--- src/rtl/mem_arbiter.sv ---
// Arbiter sharing one single-port RAM between instruction fetch and data load/store.
// Define ARB_STARVE_GUARD_EN to bound consecutive data grants while a fetch is pending.
module mem_arbiter #(
   parameter int TIMEOUT    = 64,
   parameter int STARVE_MAX = 4
) (
   input  logic        CLK,
   input  logic        RST,
   input  logic        iREN,
   input  logic [31:0] iaddr,
   output logic        iwait,
   output logic [31:0] iload,
   input  logic        dREN,
   input  logic        dWEN,
   input  logic [31:0] daddr,
   input  logic [31:0] dstore,
   output logic        dwait,
   output logic [31:0] dload,
   output logic        ramREN,
   output logic        ramWEN,
   output logic [31:0] ramaddr,
   output logic [31:0] ramstore,
   input  logic [31:0] ramload,
   input  logic        ram_ready,
   output logic        err
);
   localparam int CW = $clog2(TIMEOUT + 1);
   localparam logic [CW-1:0] TO_VAL = CW'(TIMEOUT);

   typedef enum logic [1:0] {IDLE, GNT_I, GNT_D} state_t;

   state_t        state, nstate, cur;
   logic [CW-1:0] cnt;
   logic          dreq, req, done, abort, i_first;

   assign dreq = dREN | dWEN;
   // Outputs decode from cur so strobes fall with RST itself, independent of the flop clear.
   assign cur  = RST ? IDLE : state;

   always_comb begin
      req = 1'b0;
      case (cur)
         GNT_I:   req = iREN;
         GNT_D:   req = dreq;
         default: req = 1'b0;
      endcase
   end

   assign done  = req & ram_ready;
   assign abort = req & ~ram_ready & (cnt == TO_VAL);

`ifdef ARB_STARVE_GUARD_EN
   localparam int SW = $clog2(STARVE_MAX + 1);
   localparam logic [SW-1:0] SMAX = SW'(STARVE_MAX);
   logic [SW-1:0] scnt;

   always_ff @(posedge CLK or posedge RST) begin
      if (RST)                               scnt <= '0;
      else if (!iREN || state == GNT_I)      scnt <= '0;
      else if (state == GNT_D && done && scnt != SMAX) scnt <= scnt + 1'b1;
   end

   assign i_first = iREN & (scnt == SMAX);
`else
   logic unused_starve;
   assign unused_starve = (STARVE_MAX == 0);
   assign i_first       = 1'b0;
`endif

   always_ff @(posedge CLK or posedge RST) begin
      if (RST) state <= IDLE;
      else     state <= nstate;
   end

   always_comb begin
      nstate = state;
      case (state)
         IDLE: begin
            if (dreq && !i_first) nstate = GNT_D;
            else if (iREN)        nstate = GNT_I;
         end
         GNT_I, GNT_D: begin
            if (!req || ram_ready || abort) nstate = IDLE;
         end
         default: nstate = IDLE;
      endcase
   end

   // Watchdog: zero on grant entry, counts grant cycles that see no ram_ready.
   always_ff @(posedge CLK or posedge RST) begin
      if (RST)                                   cnt <= '0;
      else if (state == IDLE || nstate != state) cnt <= '0;
      else                                       cnt <= cnt + 1'b1;
   end

   always_comb begin
      ramREN   = 1'b0;
      ramWEN   = 1'b0;
      ramaddr  = '0;
      ramstore = '0;
      iwait    = iREN;
      dwait    = dreq;
      iload    = '0;
      dload    = '0;
      err      = abort;
      case (cur)
         GNT_I: begin
            ramREN  = iREN;
            ramaddr = iaddr;
            if (done || abort) iwait = 1'b0;
            if (done)          iload = ramload;
         end
         GNT_D: begin
            ramaddr  = daddr;
            ramstore = dstore;
            ramWEN   = dWEN;
            ramREN   = dREN & ~dWEN;
            if (done || abort) dwait = 1'b0;
            if (done)          dload = ramload;
         end
         default: ;
      endcase
   end
endmodule

--- config.mk ---
export PLATFORM = sky130hd
export DESIGN_NAME = mem_arbiter
export DESIGN_NICKNAME = d
export VERILOG_FILES = /design/src/rtl/mem_arbiter.sv
export SDC_FILE = /design/constraint.sdc
export NUM_CORES = 1
export LEC_CHECK = 0
export CELL_PAD_IN_SITES_DETAIL_PLACEMENT = 2
export CELL_PAD_IN_SITES_GLOBAL_PLACEMENT = 2
export CORE_MARGIN = 5
export CORE_UTILIZATION = 10
export DETAILED_ROUTE_END_ITERATION = 16
export PLACE_DENSITY = 0.95
export SLEW_MARGIN = 20
export SYNTH_ARGS = -nofsm -noshare
export SYNTH_HDL_FRONTEND = slang
export SYNTH_SLANG_ARGS = --single-unit
export TNS_END_PERCENT = 10
--- constraint.sdc ---
create_clock -name CLK -period 2.3 [get_ports CLK]
set_clock_uncertainty 0.05 [all_clocks]
set_input_delay 0.23 -clock CLK [delete_from_list [all_inputs] [get_ports CLK]]
set_output_delay 0.23 -clock CLK [all_outputs]
set_load 0.01 [all_outputs]
### Word-level counts from Yosys, hierarchy flattened

Cells that the tools add are included.

| word-level totals | value |
|---|---|
| register bits | 9 |
| output and inout port bits | 133 |

| operators by class | value |
|---|---|
| $add $sub $neg | 1 |
| eq/ne operators | 6 |
| mux-type cells | 18 |
| bitwise operators | 7 |
| reductions and logical operators | 7 |

Operators by type and width:

| cell | count |
|---|---|
| $mux 32 | 4 |
| $pmux 32 s2 | 1 |
| $mux 2 | 4 |
| $add 7x1->7 const B | 1 |
| $eq 7x7->1 const B | 1 |
| $mux 7 | 1 |
| $mux 1 | 5 |
| $and 1x1->1 | 4 |
| $eq 2x1->1 const B | 2 |
| $eq 2x2->1 const B | 2 |
| $logic_or 1x1->1 | 4 |
| $pmux 1 s2 | 2 |
| $pmux 2 s2 | 1 |
| $logic_not 2->1 | 1 |
| $ne 2x2->1 | 1 |
| $not 1->1 | 2 |
| $reduce_or 2->1 | 1 |
| $logic_not 1->1 | 1 |
| $or 1x1->1 | 1 |

### Longest topological paths before layout

| logic depth | value |
|---|---|
| depth after elaboration | 11 |
| mapped depth | 10 |
| mapped depth without buffers | 8 |

### Worst setup path before layout

No wires, ideal clock.

| timing path | value |
|---|---|
| path type | in2out |
| from | input RST |
| to | output dload[10] |
| arrival | 1.652 ns |
| slack | 0.368 ns |
| stages | 8 |
| cell sequence | inv_1 nand2_1 ha_1 buf_2 a21oi_4 and3_4 buf_6 and2_1 |

| between the ends | value |
|---|---|
| longest elaborated chain between the ends | 6 |
| elaborated cells on any way between the ends | 7 |
| those cells by class | eq/ne (2); mux (4); bitwise (1) |

Ends and longest elaborated chain:

| item | line | text |
|---|---|---|
| start, declared | 8 | `input logic RST,` |
| $mux 2 * | 38 | `assign cur = RST ? IDLE : state;` |
| $eq 2x2->1 / $eq 2x1->1 (equally long branches) | 42, 106 |  |
| $pmux 1 s2 | 42 | `case (cur)` |
| $and 1x1->1 | 49 | `assign done = req & ram_ready;` |
| $mux 32 | 119 | `if (done) dload = ramload;` |
| $mux 32 * | 106 | `case (cur)` |
| end, declared | 18 | `output logic [31:0] dload,` |

Mark *: on every way between the ends. The rest lies on a longest branch, timed or not.

### Worst setup path in the final report

| timing path | value |
|---|---|
| from | register state[0] |
| to | output dload[23] |

| between the ends | value |
|---|---|
| longest elaborated chain between the ends | 6 |
| elaborated cells on any way between the ends | 7 |
| those cells by class | eq/ne (2); mux (4); bitwise (1) |

Ends and longest elaborated chain:

| item | line | text |
|---|---|---|
| start, declared | 32 | `state_t state, nstate, cur;` |
| start signal, assigned | 72 | `else state <= nstate;` |
| $mux 2 * | 38 |  |
| $eq 2x2->1 / $eq 2x1->1 (equally long branches) | 42, 106 |  |
| $pmux 1 s2 | 42 |  |
| $and 1x1->1 | 49 |  |
| $mux 32 | 119 |  |
| $mux 32 * | 106 |  |

Marks and branches as above.

==> summary.md <==
| Metric | Value |
|---|---|
| Clk pin slew, worst setup/hold paths | 40 ps |
| Synthesized cell area | 1758 µm² |
| Worst EP required | 2020 ps |
| GRT Overall Usage | 0.1335 |
| Fill count | 1956 |
| Antenna diode count | 0 |
| P_sw | 772.0 µW |
| PD cells | 382.5 nW/µm² |
| Placer Congestion | 0.7853 |
| Wire length per cell | 19.68 µm |
| CP endpoint kind | output port |
| CTS tree | done |
| Worst EP arrival | 2060 ps |
| Non-filler instance count after layout | 776 |
| FF-to-FF path depth | 10 |
| FP Rows | 48 |
| Die ar. | 20330 µm² |
| Cells after DPL | 743 |
| Pleak | 0.002468 µW |
| Drt pass-1 iters | 4 |
| Drt drc | 0 |
| Seq/Total Area, Yosys | 0.1281 |
| Number of flops mapped to enable cells by yosys | 0 |
| Setup WS post-layout | -36.77 ps |
| Worst-Skew Late Latency | 230 ps |
| Vias per Instance | 4.030 |
| H-tree depth | 1 |
| Nets | 692 |
| Max FO, Critical Path | 6 |
| Status | complete, but fails checks |
| Largest net degree at the start of global routing | 36 |
| Final min period | 2337 ps |
| Yosys Warn Count | 0 |
| Sink Count | 9 |
| Final HPWL DP | 11340 µm |
| Fmax | 427.9 MHz |
| Share of layout cells above drive strength 1 | 0.2468 |
| Sequential share of power | 0.104 |
| Clock root cell | clkbuf_16 |
| Seq cells post-synth | 9 |
| Minimum hold slack | 178.7 ps |
| Longest Clk Path Bufs | 2 |
| GR Overflow Total | 0 |
| Vias in the first global route | 3595 |
| Synthesis-to-layout area growth | 187.5% |
| Detailed Route WL | 15270 µm |
| Clock group share of total power | 0.155 |
| Max-cap viol count | 0 |
| Post-Syn Nets | 393 |
| Final setup viols | 6 |
| Hold Violations, Final | 0 |
| Top-Level Pins | 267 |
| DR vias | 3127 |
| Slew Limit Fails | 0 |
| P_int | 1161 µW |
| Core area | 17300 µm² |
| Combinational power share | 0.741 |
| Final period utilization | 1.016 |
| Die X-Extent | 142.6 µm |
| CTS Buf Count | 3 |
| Critical Path Source Type | flip-flop |
| Initial antenna violation count | 0 |
| Max_slew headroom | 0.6973 |
| RSZ-0062 raised after global routing | true |
| Worst Setup SP | state[0]$_DFF_PP0_ |
| First DRT Iteration DRCs | 63 |
| Antenna-violating nets left | 0 |
| Reg2reg start | state[0]$_DFF_PP0_ |
| Flop-to-flop setup slack | 250 ps |
| Failing checks | setup timing |
| FF-to-FF End | cnt[6]$_DFF_PP0_ |
| Kind of critical path | flip-flop to output port |
| Syn_area_per_cell | 6.948 µm² |
| IO Port Bufs | 266 |
| Peak supply drop | 0.0002328 V |
| Asr flop ratio synth | 1.000 |
| Cell count after synthesis | 253 |
| Top_reg_cell synth | dfrtp_1 |
| Final core utilization | 0.2922 |
| Dpl ws | -587.9 ps |
| Worst Hold Class | primary input to async pin |
| Initial Util | 0.1016 |
| Sw Share | 0.3994 |
| Post-synth cell types | 33 |
| Global-route wire length before repair | 21250 µm |
| Slew @ Worst Pin | 452.7 ps |
| Die height | 142.6 µm |
## critical path, stage by stage, from the launching register on
cell and delay (ps):
dfrtp_1 380, inv_2 80, nor2_4 50, inv_2 80, ha_4 150, o21ai_4 90
a21oi_4 260, and3_4 290, buf_6 120, buf_6 90, and2_4 140, buf_6 90
## cells in the final DEF, fill, tap and decap left out, types with 3 or more instances in the layout
| master | Yosys | routed |
|---|---|---|
| clkbuf_16 | 0 | 4 |
| and3_4 | 2 | 8 |
| buf_4 | 0 | 27 |
| inv_2 | 0 | 3 |
| nor2_1 | 44 | 43 |
| buf_6 | 6 | 28 |
| inv_1 | 7 | 4 |
| clkdlybuf4s15_1 | 0 | 12 |
| buf_2 | 6 | 10 |
| nand3_1 | 5 | 5 |
| a22oi_1 | 32 | 32 |
| clkbuf_2 | 0 | 26 |
| clkdlybuf4s50_1 | 0 | 149 |
| dfrtp_1 | 9 | 9 |
| xor2_1 | 4 | 4 |
| dlymetal6s2s_1 | 0 | 14 |
| and2_1 | 97 | 81 |
| dlygate4sd2_1 | 0 | 39 |
| and2_4 | 0 | 16 |
| ha_1 | 6 | 4 |
## through the flow
step | total power [µW] | cell area, µm² | setup TNS (ps)
5_1_grt | 2074 | 5054 | -3019
3_5_place_dp | 1559 | 4740 | -56750
4_1_cts | 1914 | 4926 | -737.9
3_3_place_gp | 1519 | 4740 | -45640
2_1_floorplan | 754.0 | 1758 | 0
6_report | 1933 | 5054 | -136.9
## synthesized netlist by cell type, types with 4 or more instances
| cell type | number | area share |
|---|---|---|
| buf_6 | 6 | 0.038 |
| nor2_1 | 44 | 0.094 |
| nand3_1 | 5 | 0.014 |
| xor2_1 | 4 | 0.020 |
| dfrtp_1 | 9 | 0.13 |
| buf_2 | 6 | 0.017 |
| inv_1 | 7 | 0.015 |
| and2_1 | 97 | 0.35 |
| ha_1 | 6 | 0.043 |
| a22oi_1 | 32 | 0.14 |
| clkbuf_1 | 10 | 0.021 |
## routing by layer
metal,track usage,routed length [µm],vias to the layer above
met5,0,0,-
met1,0.1354,5528,1516
met3,0.02823,1148,10
met2,0.2755,8408,153
li1,-,-,1448
met4,0.02601,189,0
## registers in the layout, indices dropped and copies added, names as in the netlist
name	flops
cnt	7
state	2
## cell type report
type,count,area [µm²],share of cell area
multi-input cells,222,1535,0.3038
repair buffers,309,2907,0.5751
well taps,225,281.5,0.05571
inverters,7,26.28,0.005199
clock buffers,4,78.83,0.01560
flip-flops and latches,9,225.2,0.04457
## repair_timing
action | in CTS | in global routing
hold buffers | 0 | 0
buffers inserted | 15 | 6
pin swaps | 9 | 8
hold endpoints to repair | 0 | 0
gates resized for setup | 193 | 140
setup endpoints to repair | 133 | 120
cloned | 7 | 1
## cell families (layout without fill, tap and decap cells)
logic type / Yosys count / after routing / synth area share
DFF: 9 / 9 / 0.1281
xor gates and xnor gates: 5 / 5 / 0.02491
AOI/OAI and AO/OA: 44 / 45 / 0.2036
adders and majority gates: 6 / 6 / 0.04270
buffers and inverters: 29 / 320 / 0.09182
and+or+nand+nor: 160 / 166 / 0.5089
## power groups by stage
stage / combinational, µW / sequential, µW / clock [µW]
5_1_grt: 1550 / 204 / 315
4_1_cts: 1410 / 202 / 306
6_report: 1430 / 201 / 300
3_5_place_dp: 1360 / 201 / 0
2_1_floorplan: 551 / 203 / 0
3_3_place_gp: 1320 / 197 / 0
## how the worst max path moves through the flow
stage / to / slack (ps) / cells after the start
finish: dload[23] / -40 / 11
floorplan: dload[10] / 370 / 8
global placement: iload[11] / -490 / 10
CTS: dload[5] / -150 / 8
detailed placement: iload[11] / -590 / 10
global route: iload[24] / -140 / 11
(Power assumes the default switching activity.)
